## config.mk

```make
export PLATFORM = sky130hd
export DESIGN_NAME = sd_ctrl_write
export DESIGN_NICKNAME = d
export VERILOG_FILES = /design/src/rtl/sd_ctrl_write.sv
export SDC_FILE = /design/constraint.sdc
export NUM_CORES = 1
export LEC_CHECK = 0
export CAP_MARGIN = 20
export CORE_UTILIZATION = 40
export CTS_CLUSTER_SIZE = 8
export DETAILED_ROUTE_END_ITERATION = 16
export HOLD_SLACK_MARGIN = 0.02
export PLACE_DENSITY = 0.66
export SYNTH_ARGS = -nofsm -noshare
export SYNTH_HDL_FRONTEND = slang
export SYNTH_SLANG_ARGS = --single-unit
export TNS_END_PERCENT = 20
```

## constraint.sdc

```tcl
create_clock -name sd_clk -period 5.3 [get_ports sd_clk]
set_input_delay 1.06 -clock sd_clk [delete_from_list [all_inputs] [get_ports sd_clk]]
set_output_delay 1.06 -clock sd_clk [all_outputs]
set_load 0.02 [all_outputs]
```

## src/rtl/sd_ctrl_write.sv

```systemverilog
// rtl/sd_ctrl_write.sv - FIFO-fed SD card sector write controller
//
// Drains a 16-bit data FIFO into the low-level SD sector writer one sector at
// a time, walking sector addresses from start_section to end_section
// (inclusive). A sector is only started once a whole sector of words is
// waiting in the FIFO and the writer is idle.
//
// Optional feature: define SD_WR_FLUSH_EN to let flush_req write out a final
// partial sector, padded with 0x0000. Without it flush_req is ignored and a
// partial tail stays in the FIFO.
//
// Ports:
//   sd_clk         SD work clock (only clock)
//   rst            synchronous active-high reset
//   wr_enable      level; start and keep recording
//   start_section  first sector address, sampled when leaving IDLE
//   end_section    last sector address (inclusive), sampled when leaving IDLE
//   fifo_rd_count  words currently readable in the FIFO
//   fifo_rd_en     FIFO read strobe; data appears on fifo_rd_data one cycle later
//   fifo_rd_data   FIFO output word
//   sd_init_done   SD card initialised
//   wr_start_en    one-cycle pulse starting one sector write
//   wr_sec_addr    sector address of the write
//   wr_req         writer requests the next word
//   wr_data        registered word to the writer
//   wr_busy        writer busy
//   flush_req      pulse; flush the partial tail (SD_WR_FLUSH_EN only)
//   wr_done        level; address range finished or flush finished
module sd_ctrl_write #(
  parameter int WORDS_PER_SEC = 256,
  parameter int CNT_W         = 10
) (
  input  logic             sd_clk,
  input  logic             rst,
  input  logic             wr_enable,
  input  logic [31:0]      start_section,
  input  logic [31:0]      end_section,
  input  logic [CNT_W-1:0] fifo_rd_count,
  output logic             fifo_rd_en,
  input  logic [15:0]      fifo_rd_data,
  input  logic             sd_init_done,
  output logic             wr_start_en,
  output logic [31:0]      wr_sec_addr,
  input  logic             wr_req,
  output logic [15:0]      wr_data,
  input  logic             wr_busy,
  input  logic             flush_req,
  output logic             wr_done
);

  localparam int CW = $clog2(WORDS_PER_SEC + 1);
  localparam logic [CW-1:0]    SEC_WORDS     = CW'(WORDS_PER_SEC);
  localparam logic [CNT_W-1:0] SEC_WORDS_CNT = CNT_W'(WORDS_PER_SEC);

  typedef enum logic [2:0] {
    IDLE,
    WAIT_DATA,
    START,
    BUSY,
    NEXT,
    DONE
  } state_t;

  state_t      state;
  logic [31:0] end_sec;
  logic [CW-1:0] avail;     // words to take from the FIFO this sector
  logic [CW-1:0] word_cnt;  // writer requests seen this sector
  logic        busy_d0;
  logic        busy_d1;
  logic        rd_pending;  // FIFO word arrives on fifo_rd_data this cycle
  logic        req_d;       // a request was served last cycle
  logic        flush_act;   // current sector is a flush sector
  logic [32:0] next_addr;
  logic        busy_fall;
  logic        take_word;

  // 33-bit increment so end_section = 0xFFFFFFFF finishes instead of wrapping.
  assign next_addr  = {1'b0, wr_sec_addr} + 33'd1;
  assign busy_fall  = busy_d1 & ~busy_d0;
  assign take_word  = (state == BUSY) && wr_req && (word_cnt < avail);
  assign fifo_rd_en = take_word;

`ifdef SD_WR_FLUSH_EN
  logic flush_pend;
  logic flush_now;
  assign flush_now = flush_req | flush_pend;
`else
  logic unused_flush;
  assign unused_flush = flush_req;
`endif

  always_ff @(posedge sd_clk) begin
    if (rst) begin
      state       <= IDLE;
      wr_start_en <= 1'b0;
      wr_sec_addr <= '0;
      wr_data     <= '0;
      wr_done     <= 1'b0;
      end_sec     <= '0;
      avail       <= '0;
      word_cnt    <= '0;
      busy_d0     <= 1'b0;
      busy_d1     <= 1'b0;
      rd_pending  <= 1'b0;
      req_d       <= 1'b0;
      flush_act   <= 1'b0;
`ifdef SD_WR_FLUSH_EN
      flush_pend  <= 1'b0;
`endif
    end else begin
      busy_d0     <= wr_busy;
      busy_d1     <= busy_d0;
      rd_pending  <= take_word;
      req_d       <= (state == BUSY) && wr_req;
      wr_start_en <= 1'b0;

      // Served requests beyond avail get a zero word instead of FIFO data.
      if (rd_pending) begin
        wr_data <= fifo_rd_data;
      end else if (req_d) begin
        wr_data <= '0;
      end

`ifdef SD_WR_FLUSH_EN
      // A flush seen in any state is remembered until WAIT_DATA handles it.
      if (flush_req) begin
        flush_pend <= 1'b1;
      end
`endif

      case (state)
        IDLE: begin
          if (wr_enable && sd_init_done) begin
            wr_sec_addr <= start_section;
            end_sec     <= end_section;
            if (start_section > end_section) begin
              state   <= DONE;
              wr_done <= 1'b1;
            end else begin
              state <= WAIT_DATA;
            end
          end
        end

        WAIT_DATA: begin
          if (!wr_enable) begin
            state <= IDLE;
          end else if (fifo_rd_count >= SEC_WORDS_CNT && !wr_busy) begin
            avail       <= SEC_WORDS;
            flush_act   <= 1'b0;
            wr_start_en <= 1'b1;
            state       <= START;
          end
`ifdef SD_WR_FLUSH_EN
          else if (flush_now && fifo_rd_count == '0) begin
            flush_pend <= 1'b0;
            wr_done    <= 1'b1;
            state      <= DONE;
          end else if (flush_now && !wr_busy) begin
            flush_pend  <= 1'b0;
            avail       <= fifo_rd_count[CW-1:0];
            flush_act   <= 1'b1;
            wr_start_en <= 1'b1;
            state       <= START;
          end
`endif
        end

        START: begin
          word_cnt <= '0;
          state    <= BUSY;
        end

        BUSY: begin
          if (wr_req && word_cnt < SEC_WORDS) begin
            word_cnt <= word_cnt + CW'(1);
          end
          if (busy_fall) begin
            state <= NEXT;
          end
        end

        NEXT: begin
          wr_sec_addr <= next_addr[31:0];
          if (next_addr > {1'b0, end_sec} || flush_act) begin
            flush_act <= 1'b0;
            wr_done   <= 1'b1;
            state     <= DONE;
          end else if (wr_enable) begin
            state <= WAIT_DATA;
          end else begin
            state <= IDLE;
          end
        end

        DONE: begin
          if (!wr_enable) begin
            wr_done <= 1'b0;
            state   <= IDLE;
          end
        end

        default: state <= IDLE;
      endcase
    end
  end

endmodule

```

### Word level (Yosys, flattened, before mapping)

Index checks and enable logic that the tools add are counted.

* input bits: 97
* register bits after elaboration: 100
* output and inout port bits: 51

* add/sub/neg operators: 2
* muxes and demuxes: 25
* bitwise logic cells: 4
* $lt $le $gt $ge: 5
* equality and inequality tests: 14
* reduce and logical (&&, ||, !) cells: 21

Operators by type and width (count)
* 32-bit one-hot mux with 2 select lines: 1
* 32-bit by 1-bit adder with 33-bit output (second input constant): 1
* 33-bit by 32-bit greater-than comparator with 1-bit output: 1
* 32-bit greater-than comparator: 1
* 16-bit 2-to-1 mux: 2
* 32-bit 2-to-1 mux: 1
* 3-bit 2-to-1 mux: 7
* 3-bit one-hot mux with 6 select lines: 1
* 9-bit one-hot mux with 2 select lines: 1
* 2-bit != test (second input constant): 7
* 10-bit by 9-bit greater-or-equal comparator with 1-bit output (second input constant): 1
* 9-bit by 1-bit adder with 9-bit output (second input constant): 1
* 9-bit less-than comparator: 1
* 9-bit less-than comparator (second input constant): 1
* 1-bit 2-to-1 mux: 9
* 9-bit 2-to-1 mux: 1
* 4-bit AND reduction: 2
* 2-bit nonzero test: 4
* 3-bit by 2-bit == test with 1-bit output (second input constant): 2
* 3-bit == test (second input constant): 2
* 2-bit AND reduction: 3
* 1-bit logical AND: 5
* 5-bit AND reduction: 1
* 3-bit by 1-bit == test with 1-bit output (second input constant): 1
* other kinds (12): 14

### Logic depth before layout (Yosys ltp)

Gate-level depths: netlist (run 1).

* depth in word-level cells: 5
* depth in mapped cells: 14
* gate-level depth less buffers: 12

### Worst setup path after synthesis (run 1)

OpenSTA, ideal clock, no wires.

* path kind: register to register
* start: register wr_sec_addr[0]
* end: register wr_done
* arrival time: 3.286 ns
* cell stages (with the launch flop): 14
* setup time: 0.132 ns
* period minus slack after synthesis: 3.418 ns
* buffers on the path: 1
* path slack: 1.882 ns
* cells stage by stage: dfxtp_1 -> ha_1 -> nand3_1 -> or3_1 -> buf_2 -> nor4_4 -> xor2_1 -> ha_1 -> a21o_1 -> a21o_1 -> a211oi_1 -> a31oi_1 -> o41ai_1 -> a21oi_1

* word-level cells in the longest chain between the ends: 5

Ends and longest elaborated chain
* start: declaration: line 43 `output logic [31:0] wr_sec_addr,`
* start signal: assignment: line 134 `wr_sec_addr <= start_section;`
* start signal: assignment: line 184 `wr_sec_addr <= next_addr[31:0];`
* 32-bit by 1-bit adder with 33-bit output: line 78 `assign next_addr = {1'b0, wr_sec_addr} + 33'd1;`
* 33-bit by 32-bit greater-than comparator with 1-bit output: line 185 `if (next_addr > {1'b0, end_sec} || flush_act) begin`
* 1-bit logical OR: line 185
* 2-bit != test (no source line)
* 5-bit AND reduction (no source line)
* end signal: assignment: line 138 `wr_done <= 1'b1;`
* end signal: assignment: line 187 `wr_done <= 1'b1;`
* end signal: assignment: line 198 `wr_done <= 1'b0;`
* end: declaration: line 48 `output logic wr_done`

No other way between the ends.
A chain may end at the register's enable or synchronous reset.

### Final worst setup path (run 1)

Same ends and word-level chain as after synthesis.

==> impl_metrics.yaml, run 1 <==
run_status:
  run_status: "complete, no violations"
timing:
  final-max-slew-violation-count: 0
  worstMarginPinSlew_ns: 0.977
  rsz_0062_raised_after_global_routing: "no"
  period_minus_slack_ns: 4.08
  setup-violations-final: 0
  timing.fmax_ghz: 0.245
  clock_skew_ns: 0.00692
  fin_hold_ws_ns: 0.445
  setup-tns-final_ns: 0
  hold_violations: 0
  maxSlewHeadroom: 0.348
  layout_worst_path_cycle_share: 0.771
global_routing:
  overflow: 0
  antenna_found_initial: 0
  first_global_vias: 5502
  grt_start_max_net_pins: 60
  grt_pass1_wl_um: 27900
  grtUsageTotal: 0.217
placed_design:
  port_buffers: 138
  place_congestion: 0.821
  dp_hpwl_um: 12300
floorplan:
  die_area_mm2: 0.0162
  dieHeight_um: 127
  num_io_pins: 148
  rows: 45
  die_x_um: 127
  initial_utilization: 0.412
  core_area_mm2: 0.0153
final_layout:
  area_delta_synth_final_pct: 28.8
  num-nets-final: 1096
  fillerInstances: 1506
  fraction_of_final_layout_cells_with_drive_strength_greater_than_1: 0.0320
  seq_area_mm2: 0.00198
  postLayoutCoreUtil: 0.531
  antenna_diode_instance_count: 0
  multi_input_area_mm2: 0.00386
synthesis:
  synth.ff_latch_count: 99
  yosys.area.top_type: "dfxtp_1"
  yosys.cell_count.top_type: "nand2_1"
  synth_seq_area_share: 0.315
  postSynth.asyncResetShare: 0
  ys.flop_type: "dfxtp_1"
  synth_top_cells_by_area: "dfxtp_1, ha_1, nand2_1"
  yosys.cell_types.count: 53
  synth-warning-count: 0
  syn-mean-instance-area_um2: 7.62
  mappedNetlistNets: 988
  post_synth_inst_count: 825
  synth.top_cell.area_share: 0.315
  synth_common_cells: "nand2_1, dfxtp_1, a21oi_1, inv_1, nor2_1"
  number_of_enable_flip_flop_cells_after_synthesis: 0
  syn-cell-area_mm2: 0.00629
pwr:
  share_comb_of_total_power: 0.234
  ir_drop_mv: 0.173
  cellPowerDensity_mw_per_mm2: 246
  power_switching_share: 0.296
  power.leakage_nw: 3.25
  part_of_the_total_power_dissipated_in_the_clock_network: 0.350
  seqPwrFrac: 0.416
  internal_power_w: 0.00140
  power.net_switching_w: 0.000589
worst_setup_path:
  critical_path_peak_fanout: 10
  worst-setup-path-type: "flip-flop to flip-flop"
  worst_endpoint_required_time_ns: 5.50
  worst_setup_path_start_kind: "flip-flop"
  r2r_setup_slack_ns: 1.22
  worst_setup_path_end_kind: "flip-flop"
  cell_breakdown_of_the_critical_path: "ha_1 -> nand3_1 -> or3_1 -> nor3_1 -> xor2_1 -> ha_1 -> nand4_1 -> nor4_1 -> nand3_1 -> o31a_1 -> o41ai_1 -> a21oi_1"
  critPathMaxStageDelay_ns: 0.63
  critPathArrivalTime_ns: 4.28
  cp_slowest_cell: "or3_1"
routing:
  totalWireLength_um: 17000
  drt_first_iter_violations: 323
  detail_route.wl_per_cell_um: 14.8
  dr.pass1.iters: 5
  drcViolationCount: 0
  viasPerCell: 5.23
  antenna_left: 0
  via_count: 6010
cts:
  tritoncts: "done"
  clkSinkCount: 99
  clock_latency_ns: 0.36
  cts-resized-gates: 0
  ctsRootBufferMaster: "clkbuf_16"
  clk_pin_slew_worst_paths_ns: 0.07
  cts_hold_buf: 0
  clockBufferDepth: 2
  cts_setup_buffers: 0
  cts_max_level: 3
  tritoncts.num_buffers: 9
run:
  cap_violations: 0
worst_hold_path:
  hold_path_class: "flip-flop to flip-flop"
## placed cells by master, fill, tap and decap left out, types with 3 or more instances in the layout
cell | synthesis | layout
o31a_1 | 3 | 3
o21ai_0 | 31 | 31
nor3_1 | 10 | 10
a221oi_1 | 3 | 3
xnor2_1 | 17 | 17
clkdlybuf4s50_1 | 0 | 137
a32oi_1 | 4 | 4
nor2_1 | 70 | 70
a311oi_1 | 10 | 10
nor3b_1 | 18 | 18
nor2b_1 | 7 | 7
nand2b_1 | 5 | 5
ha_1 | 66 | 66
and3_1 | 10 | 9
dfxtp_1 | 99 | 99
a211oi_1 | 8 | 8
and4_1 | 3 | 3
clkbuf_8 | 0 | 3
a21oi_1 | 87 | 87
nand4_1 | 23 | 23
nand3_1 | 24 | 23
a31oi_1 | 6 | 6
o21a_1 | 5 | 5
buf_4 | 1 | 4
and2_1 | 3 | 3
nor4_1 | 5 | 5
a222oi_1 | 7 | 7
clkbuf_16 | 0 | 9
nand2_1 | 125 | 125
xor2_1 | 17 | 17
inv_1 | 73 | 73
or3_1 | 7 | 7
o211ai_1 | 3 | 3
a21o_1 | 7 | 7
## critical path, delay by kind of cell (launching register included)
kind	cells	cell delay, ns
compound gates	3	0.51
xor+xnor	1	0.12
fa+ha+maj	2	0.64
flops	1	0.48
simple gates	6	2.17
## path summary, 6_finish.rpt
kind,from,to,cells past startpoint
max,wr_sec_addr[0],wr_done,12
min,avail[8],avail[8],2
max reg2reg,wr_sec_addr[0],wr_done,12
min reg2reg,avail[8],avail[8],2
## layer usage
metal | global-route usage | vias up | wire [um]
li1 | - | 3100 | -
met1 | 0.294 | 2726 | 8050
met2 | 0.350 | 174 | 7700
met3 | 0.0477 | 10 | 1060
met4 | 0.0483 | 0 | 138
met5 | 0 | - | 0
## logic make-up (layout without fill, tap and decap cells)
kind of cell / after synthesis / count (layout) / synth area share
AND/OR/NAND/NOR: 319 / 319 / 0.245
AO/OA/AOI/OAI: 189 / 189 / 0.189
buffers and inverters: 118 / 231 / 0.0720
flip-flops: 99 / 99 / 0.315
adder cells (fa/ha/maj): 66 / 66 / 0.131
XOR/XNOR: 34 / 34 / 0.0474
## flip-flops by register name (all words and copies together) (netlist names)
name / cells
word_cnt: 9
busy_d0: 1
avail: 1
req_d: 1
busy_d1: 1
rd_pending: 1
wr_sec_addr: 32
wr_done: 1
end_sec: 32
wr_start_en: 1
wr_data: 16
state: 3
## per-stage QoR
stage / setup slack [ns] / power (W) / instances / area [um^2]
global placement: 1.27 / 0.00131 / 1133 / 7780
finish: 1.22 / 0.00199 / 1149 / 8100
CTS: 1.24 / 0.00201 / 1149 / 8100
global route: 0.879 / 0.00210 / 1149 / 8100
floorplan: 1.88 / 0.00111 / 825 / 6290
detailed placement: 1.29 / 0.00131 / 1133 / 7780
## power groups by stage
| stage | Combinational (W) | Clock, W | Sequential [W] |
|---|---|---|---|
| final | 0.000465 | 0.000697 | 0.000829 |
| after global routing | 0.000524 | 0.000744 | 0.000835 |
| after CTS | 0.000467 | 0.000714 | 0.000828 |
| after detailed placement | 0.000463 | 0 | 0.000845 |
| after global placement | 0.000460 | 0 | 0.000845 |
| after floorplan | 0.000262 | 0 | 0.000850 |
## cell type report
| class | count | share of cell area |
|---|---|---|
| multi-input combinational | 608 | 0.476 |
| sequential | 99 | 0.245 |
| timing repair buffer | 142 | 0.174 |
| inverter | 73 | 0.0338 |
| clock buffer | 13 | 0.0334 |
| tap | 211 | 0.0326 |
| clock inverter | 3 | 0.00556 |
Note: power is estimated with default switching activity, not from simulation.
==> inputs of run 2 (changes only) <==
- PLACE_DENSITY: 0.66 -> 0.69
- clock period: 5.3 -> 3.4 ns (I/O delays scaled with it)
==> run 2 against run 1 <==
Global-route usage is 0.81 points higher. Non-clock buffer count is 44 higher. Clock skew is 0.0031 ns lower. Largest cell class unchanged. Largest power group unchanged.
==> impl_metrics.yaml, run 2 (same netlist as run 1, synthesis figures left out) <==
floorplan:
  initial_utilization: 0.412
  rows: 45
  dieHeight_um: 127
  num_io_pins: 148
  core_area_mm2: 0.0153
  die_area_mm2: 0.0162
  die_x_um: 127
global_routing:
  overflow: 0
  antenna_found_initial: 0
  first_global_vias: 5835
  grt_pass1_wl_um: 29000
  grtUsageTotal: 0.225
  grt_start_max_net_pins: 47
routing:
  drt_first_iter_violations: 434
  totalWireLength_um: 17600
  via_count: 6324
  detail_route.wl_per_cell_um: 14.8
  dr.pass1.iters: 5
  viasPerCell: 5.30
  drcViolationCount: 0
  antenna_left: 0
cts:
  clk_pin_slew_worst_paths_ns: 0.07
  cts_max_level: 3
  clkSinkCount: 99
  clock_latency_ns: 0.35
  tritoncts: "done"
  ctsRootBufferMaster: "clkbuf_16"
  clockBufferDepth: 2
  tritoncts.num_buffers: 9
worst_setup_path:
  setup.worst_path.end: "wr_done"
  worst-setup-path-type: "flip-flop to flip-flop"
  worst_setup_path_end_kind: "flip-flop"
  worst-r2r-cell-count: 13
  r2r_setup_slack_ns: 0.18
  critical_path.n_buffers_inverters: 2
  cp_slowest_cell: "or4_4"
  cell_breakdown_of_the_critical_path: "nand4_1 -> buf_4 -> or4_4 -> nor2_4 -> xor2_2 -> ha_1 -> nand4_1 -> nor4_2 -> buf_4 -> nand3_1 -> o31a_1 -> o41ai_1 -> a21oi_1"
  worstReg2RegStart: "wr_sec_addr[7]"
  reg2reg_to: "wr_done"
  setup.worst_path.start: "wr_sec_addr[7]"
  critical_path_cell_count: 13
  worst_setup_path_start_kind: "flip-flop"
  critPathArrivalTime_ns: 3.44
  worst_path_dominant_cell_family: "simple AND/OR/NAND/NOR gates"
  critPathMaxStageDelay_ns: 0.56
  critical_path_peak_fanout: 4
  worst_endpoint_required_time_ns: 3.62
pwr:
  seqPwrFrac: 0.379
  power.net_switching_w: 0.000943
  share_comb_of_total_power: 0.246
  internal_power_w: 0.00239
  part_of_the_total_power_dissipated_in_the_clock_network: 0.375
  power.leakage_nw: 3.54
  ir_drop_mv: 0.273
  cellPowerDensity_mw_per_mm2: 388
  power_switching_share: 0.283
timing:
  final-max-slew-violation-count: 0
  timing.fmax_ghz: 0.310
  maxSlewHeadroom: 0.366
  period_minus_slack_ns: 3.22
  fin_hold_ws_ns: 0.445
  setup-violations-final: 0
  hold_violations: 0
  layout_worst_path_cycle_share: 0.948
  clock_skew_ns: 0.00382
  worst_slack_ns: 0.178
  worstMarginPinSlew_ns: 0.949
final_layout:
  fraction_of_final_layout_cells_with_drive_strength_greater_than_1: 0.0957
  area_delta_synth_final_pct: 36.6
  layout.cells.most_common: "clkdlybuf4s50_1"
  most-common-layout-cells: "clkdlybuf4s50_1, nand2_1, dfxtp_1"
  fillerInstances: 1445
  num-nets-final: 1140
  antenna_diode_instance_count: 0
  largest_registers: "end_sec (32), wr_sec_addr (32), wr_data (16)"
placed_design:
  place_congestion: 0.820
  dp_hpwl_um: 13000
  port_buffers: 138
  dp_slack_ns: 0.0133
worst_hold_path:
  hold_path_class: "flip-flop to flip-flop"
run_status:
  run_status: "complete, no violations"
run:
  cap_violations: 0
==> run 2: changes by cell type in the layout (fill, tap and decap cells not counted), moves of 2 or more <==
| cell | previous run | this run |
|---|---|---|
| nor3_2 | 1 | 3 |
| or4_1 | 2 | 0 |
| clkbuf_8 | 3 | 0 |
| nor3_1 | 10 | 8 |
| nor4_4 | 2 | 4 |
| dfxtp_1 | 99 | 93 |
| nor2_1 | 70 | 68 |
| nor4_2 | 0 | 2 |
| nor4_1 | 5 | 1 |
| dfxtp_2 | 0 | 6 |
| clkinvlp_4 | 2 | 0 |
| bufinv_16 | 1 | 4 |
| or4_4 | 0 | 2 |
| buf_4 | 4 | 47 |
==> run 2: what timing repair did <==
item,in CTS,in global routing
resized for setup,2,22
hold buffers,0,0
pin swaps,0,18
setup buffers,0,3
cloned,0,0
endpoints found under the setup margin,1,3
==> run 2: worst register-to-register path, stage by stage (launching register included) <==
cell     delay, ns
dfxtp_2       0.33
nand4_1       0.22
buf_4         0.24
or4_4         0.56
nor2_4        0.12
xor2_2        0.09
ha_1          0.31
nand4_1       0.15
nor4_2        0.34
buf_4         0.16
nand3_1       0.09
o31a_1        0.31
o41ai_1       0.06
a21oi_1       0.11
==> run 2: power groups by stage <==
stage / registers, W / logic, W / clock network [W]
2_1_floorplan: 0.00133 / 0.000409 / 0
3_3_place_gp: 0.00129 / 0.000787 / 0
3_5_place_dp: 0.00129 / 0.000794 / 0
4_1_cts: 0.00126 / 0.000802 / 0.00128
5_1_grt: 0.00127 / 0.000911 / 0.00133
6_report: 0.00126 / 0.000820 / 0.00125
==> run 2: worst min path at each step <==
stage,startpoint,end,slack [ns],cells after the start
global placement,avail[8],avail[8],0.43,2
global route,avail[8],avail[8],0.47,2
floorplan,avail[8],avail[8],0.42,2
detailed placement,avail[8],avail[8],0.44,2
finish,avail[8],avail[8],0.45,2
CTS,avail[8],avail[8],0.45,2
==> run 2: metal layers <==
metal,GRT usage,wire [um],vias up
met5,0,0,-
met4,0.0588,341,0
met3,0.0494,1080,23
met2,0.369,8080,212
met1,0.297,8140,2903
li1,-,-,3186
==> run 2: layout make-up <==
type / count / area [um^2] / area share
inverter: 73 / 274 / 0.0319
tap: 211 / 264 / 0.0307
timing repair buffer: 186 / 1750 / 0.204
clock inverter: 5 / 125 / 0.0146
clock buffer: 11 / 233 / 0.0271
multi-input combinational: 608 / 3960 / 0.461
sequential: 99 / 1990 / 0.232
==> run 2: metrics by stage <==
stage          std cells  setup TNS, ns   util  cell area (um^2)  total power, W
5_1_grt             1193        -0.0122  0.563              8590         0.00351
2_1_floorplan        825              0      -              6290         0.00173
3_3_place_gp        1174              0  0.531              8110         0.00208
6_report            1193              0  0.563              8590         0.00333
4_1_cts             1190              0  0.555              8470         0.00334
3_5_place_dp        1174              0  0.531              8110         0.00208
==> inputs of run 3 (changes only) <==
- PLACE_DENSITY: 0.69 -> 0.66
- clock period: 3.4 -> 3.6 ns (I/O delays scaled with it)
==> run 3 against run 2 <==
Clock skew increased by 0.0042 ns. Critical path depth fell by 2. Sequential power fell by 5%. Sequential share of layout area is 0.54 points higher. Cell count down 1.2%. Worst hold slack worse by 0.0021 ns. Power is 12% lower. Die area did not move. Global-route usage is 0.43 points lower. Critical endpoint unchanged. Largest power group unchanged. Highest routed layer unchanged.
==> impl_metrics.yaml, run 3 (same netlist as run 1, synthesis figures left out) <==
run_status:
  run_status: "complete, no violations"
routing:
  drt_first_iter_violations: 267
  viasPerCell: 5.22
  antenna_left: 0
  totalWireLength_um: 17700
  via_count: 6156
  detail_route.wl_per_cell_um: 15.0
  drcViolationCount: 0
  dr.pass1.iters: 6
cts:
  clkSinkCount: 99
  ctsRootBufferMaster: "clkbuf_16"
  tritoncts.num_buffers: 9
  clockBufferDepth: 2
  clk_pin_slew_worst_paths_ns: 0.07
  cts_max_level: 3
  clock_latency_ns: 0.36
  tritoncts: "done"
placed_design:
  place_congestion: 0.819
  dp_hpwl_um: 13100
  port_buffers: 138
floorplan:
  rows: 45
  die_x_um: 127
  dieHeight_um: 127
  die_area_mm2: 0.0162
  core_area_mm2: 0.0153
  num_io_pins: 148
  initial_utilization: 0.412
final_layout:
  area_delta_synth_final_pct: 33.0
  largest_registers: "end_sec (32), wr_sec_addr (32), wr_data (16)"
  most-common-layout-cells: "clkdlybuf4s50_1, nand2_1, dfxtp_1"
  postLayoutCoreUtil: 0.548
  fraction_of_final_layout_cells_with_drive_strength_greater_than_1: 0.0723
  antenna_diode_instance_count: 0
  num-nets-final: 1126
  layout.cells.most_common: "clkdlybuf4s50_1"
global_routing:
  grtUsageTotal: 0.220
  grt_pass1_wl_um: 28100
  overflow: 0
  first_global_vias: 5619
  antenna_found_initial: 0
  grt_start_max_net_pins: 47
timing:
  setup-violations-final: 0
  period_minus_slack_ns: 3.30
  hold_violations: 0
  setup-tns-final_ns: 0
  layout_worst_path_cycle_share: 0.916
  maxSlewHeadroom: 0.358
  timing.fmax_ghz: 0.303
  final-max-slew-violation-count: 0
  worstMarginPinSlew_ns: 0.962
  rsz_0062_raised_after_global_routing: "no"
  clock_skew_ns: 0.00805
worst_setup_path:
  worst_setup_path_start_kind: "flip-flop"
  cell_breakdown_of_the_critical_path: "nand4_2 -> or4_4 -> nor4_4 -> xor2_1 -> ha_1 -> a21o_1 -> a21o_1 -> a211oi_1 -> a31oi_1 -> o41ai_2 -> a21oi_1"
  worst-setup-path-type: "flip-flop to flip-flop"
  worst_endpoint_required_time_ns: 3.81
  critPathMaxStageDelay_ns: 0.61
  critPathArrivalTime_ns: 3.51
  worst_path_dominant_cell_family: "compound AO/OA/AOI/OAI gates"
  worst_setup_path_end_kind: "flip-flop"
  r2r_setup_slack_ns: 0.30
  worst_path_most_repeated_cell: "a21o_1"
  critical_path_peak_fanout: 6
  critical_path.n_buffers_inverters: 0
  cp_slowest_cell: "or4_4"
pwr:
  ir_drop_mv: 0.316
  cellPowerDensity_mw_per_mm2: 352
  power.leakage_nw: 3.41
run:
  cap_violations: 0
worst_hold_path:
  hold_path_class: "flip-flop to flip-flop"
run 3: path summary, 6_finish.rpt:
path | to | start | depth (start not counted)
max | wr_done | wr_sec_addr[14] | 11
min | avail[8] | avail[8] | 2
max reg2reg | wr_done | wr_sec_addr[14] | 11
min reg2reg | avail[8] | avail[8] | 2
run 3: report_power, final:
group | internal (W) | switching [W]
logic | 0.000345 | 0.000411
registers | 0.00115 | 0.0000513
clock network | 0.000541 | 0.000443
total | 0.00203 | 0.000906
run 3: what timing repair did:
item | 4_1_cts | 5_1_grt
hold buffers | 0 | 0
resized for setup | 0 | 11
buffers inserted | 0 | 1
endpoints found under the setup margin | 0 | 3
run 3: worst register-to-register path: stages (launching register included):
cell and delay (ns):
dfxtp_1 0.44, nand4_2 0.14, or4_4 0.61, nor4_4 0.29
xor2_1 0.21, ha_1 0.28, a21o_1 0.16, a21o_1 0.20
a211oi_1 0.22, a31oi_1 0.16, o41ai_2 0.34, a21oi_1 0.10
run 3: layer usage:
layer	wire length, um	part of all wire	track usage	vias up
met2	8210	0.46	0.362	166
met4	264	0.015	0.0665	0
li1	-	-	-	3152
met3	1050	0.059	0.0398	17
met1	8200	0.46	0.293	2821
met5	0	0	0	-
run 3: metrics by stage:
step / cells / setup WS, ns / cell area [um^2] / hold slack [ns] / power [W]
after floorplan: 825 / 0.182 / 6290 / 0.421 / 0.00164
after global placement: 1162 / 0.101 / 8000 / 0.431 / 0.00195
after detailed placement: 1162 / 0.0507 / 8000 / 0.436 / 0.00195
after CTS: 1178 / 0.0264 / 8300 / 0.447 / 0.00294
after global routing: 1179 / 0.0108 / 8360 / 0.473 / 0.00310
final: 1179 / 0.302 / 8360 / 0.443 / 0.00294
run 3: layout make-up:
cell class,instances,area (um^2)
fill,1483,6900
multi-input combinational,608,3920
timing repair buffer,172,1630
clock inverter,6,65.1
clock buffer,10,229
tap,211,264
inverter,73,274
sequential,99,1980
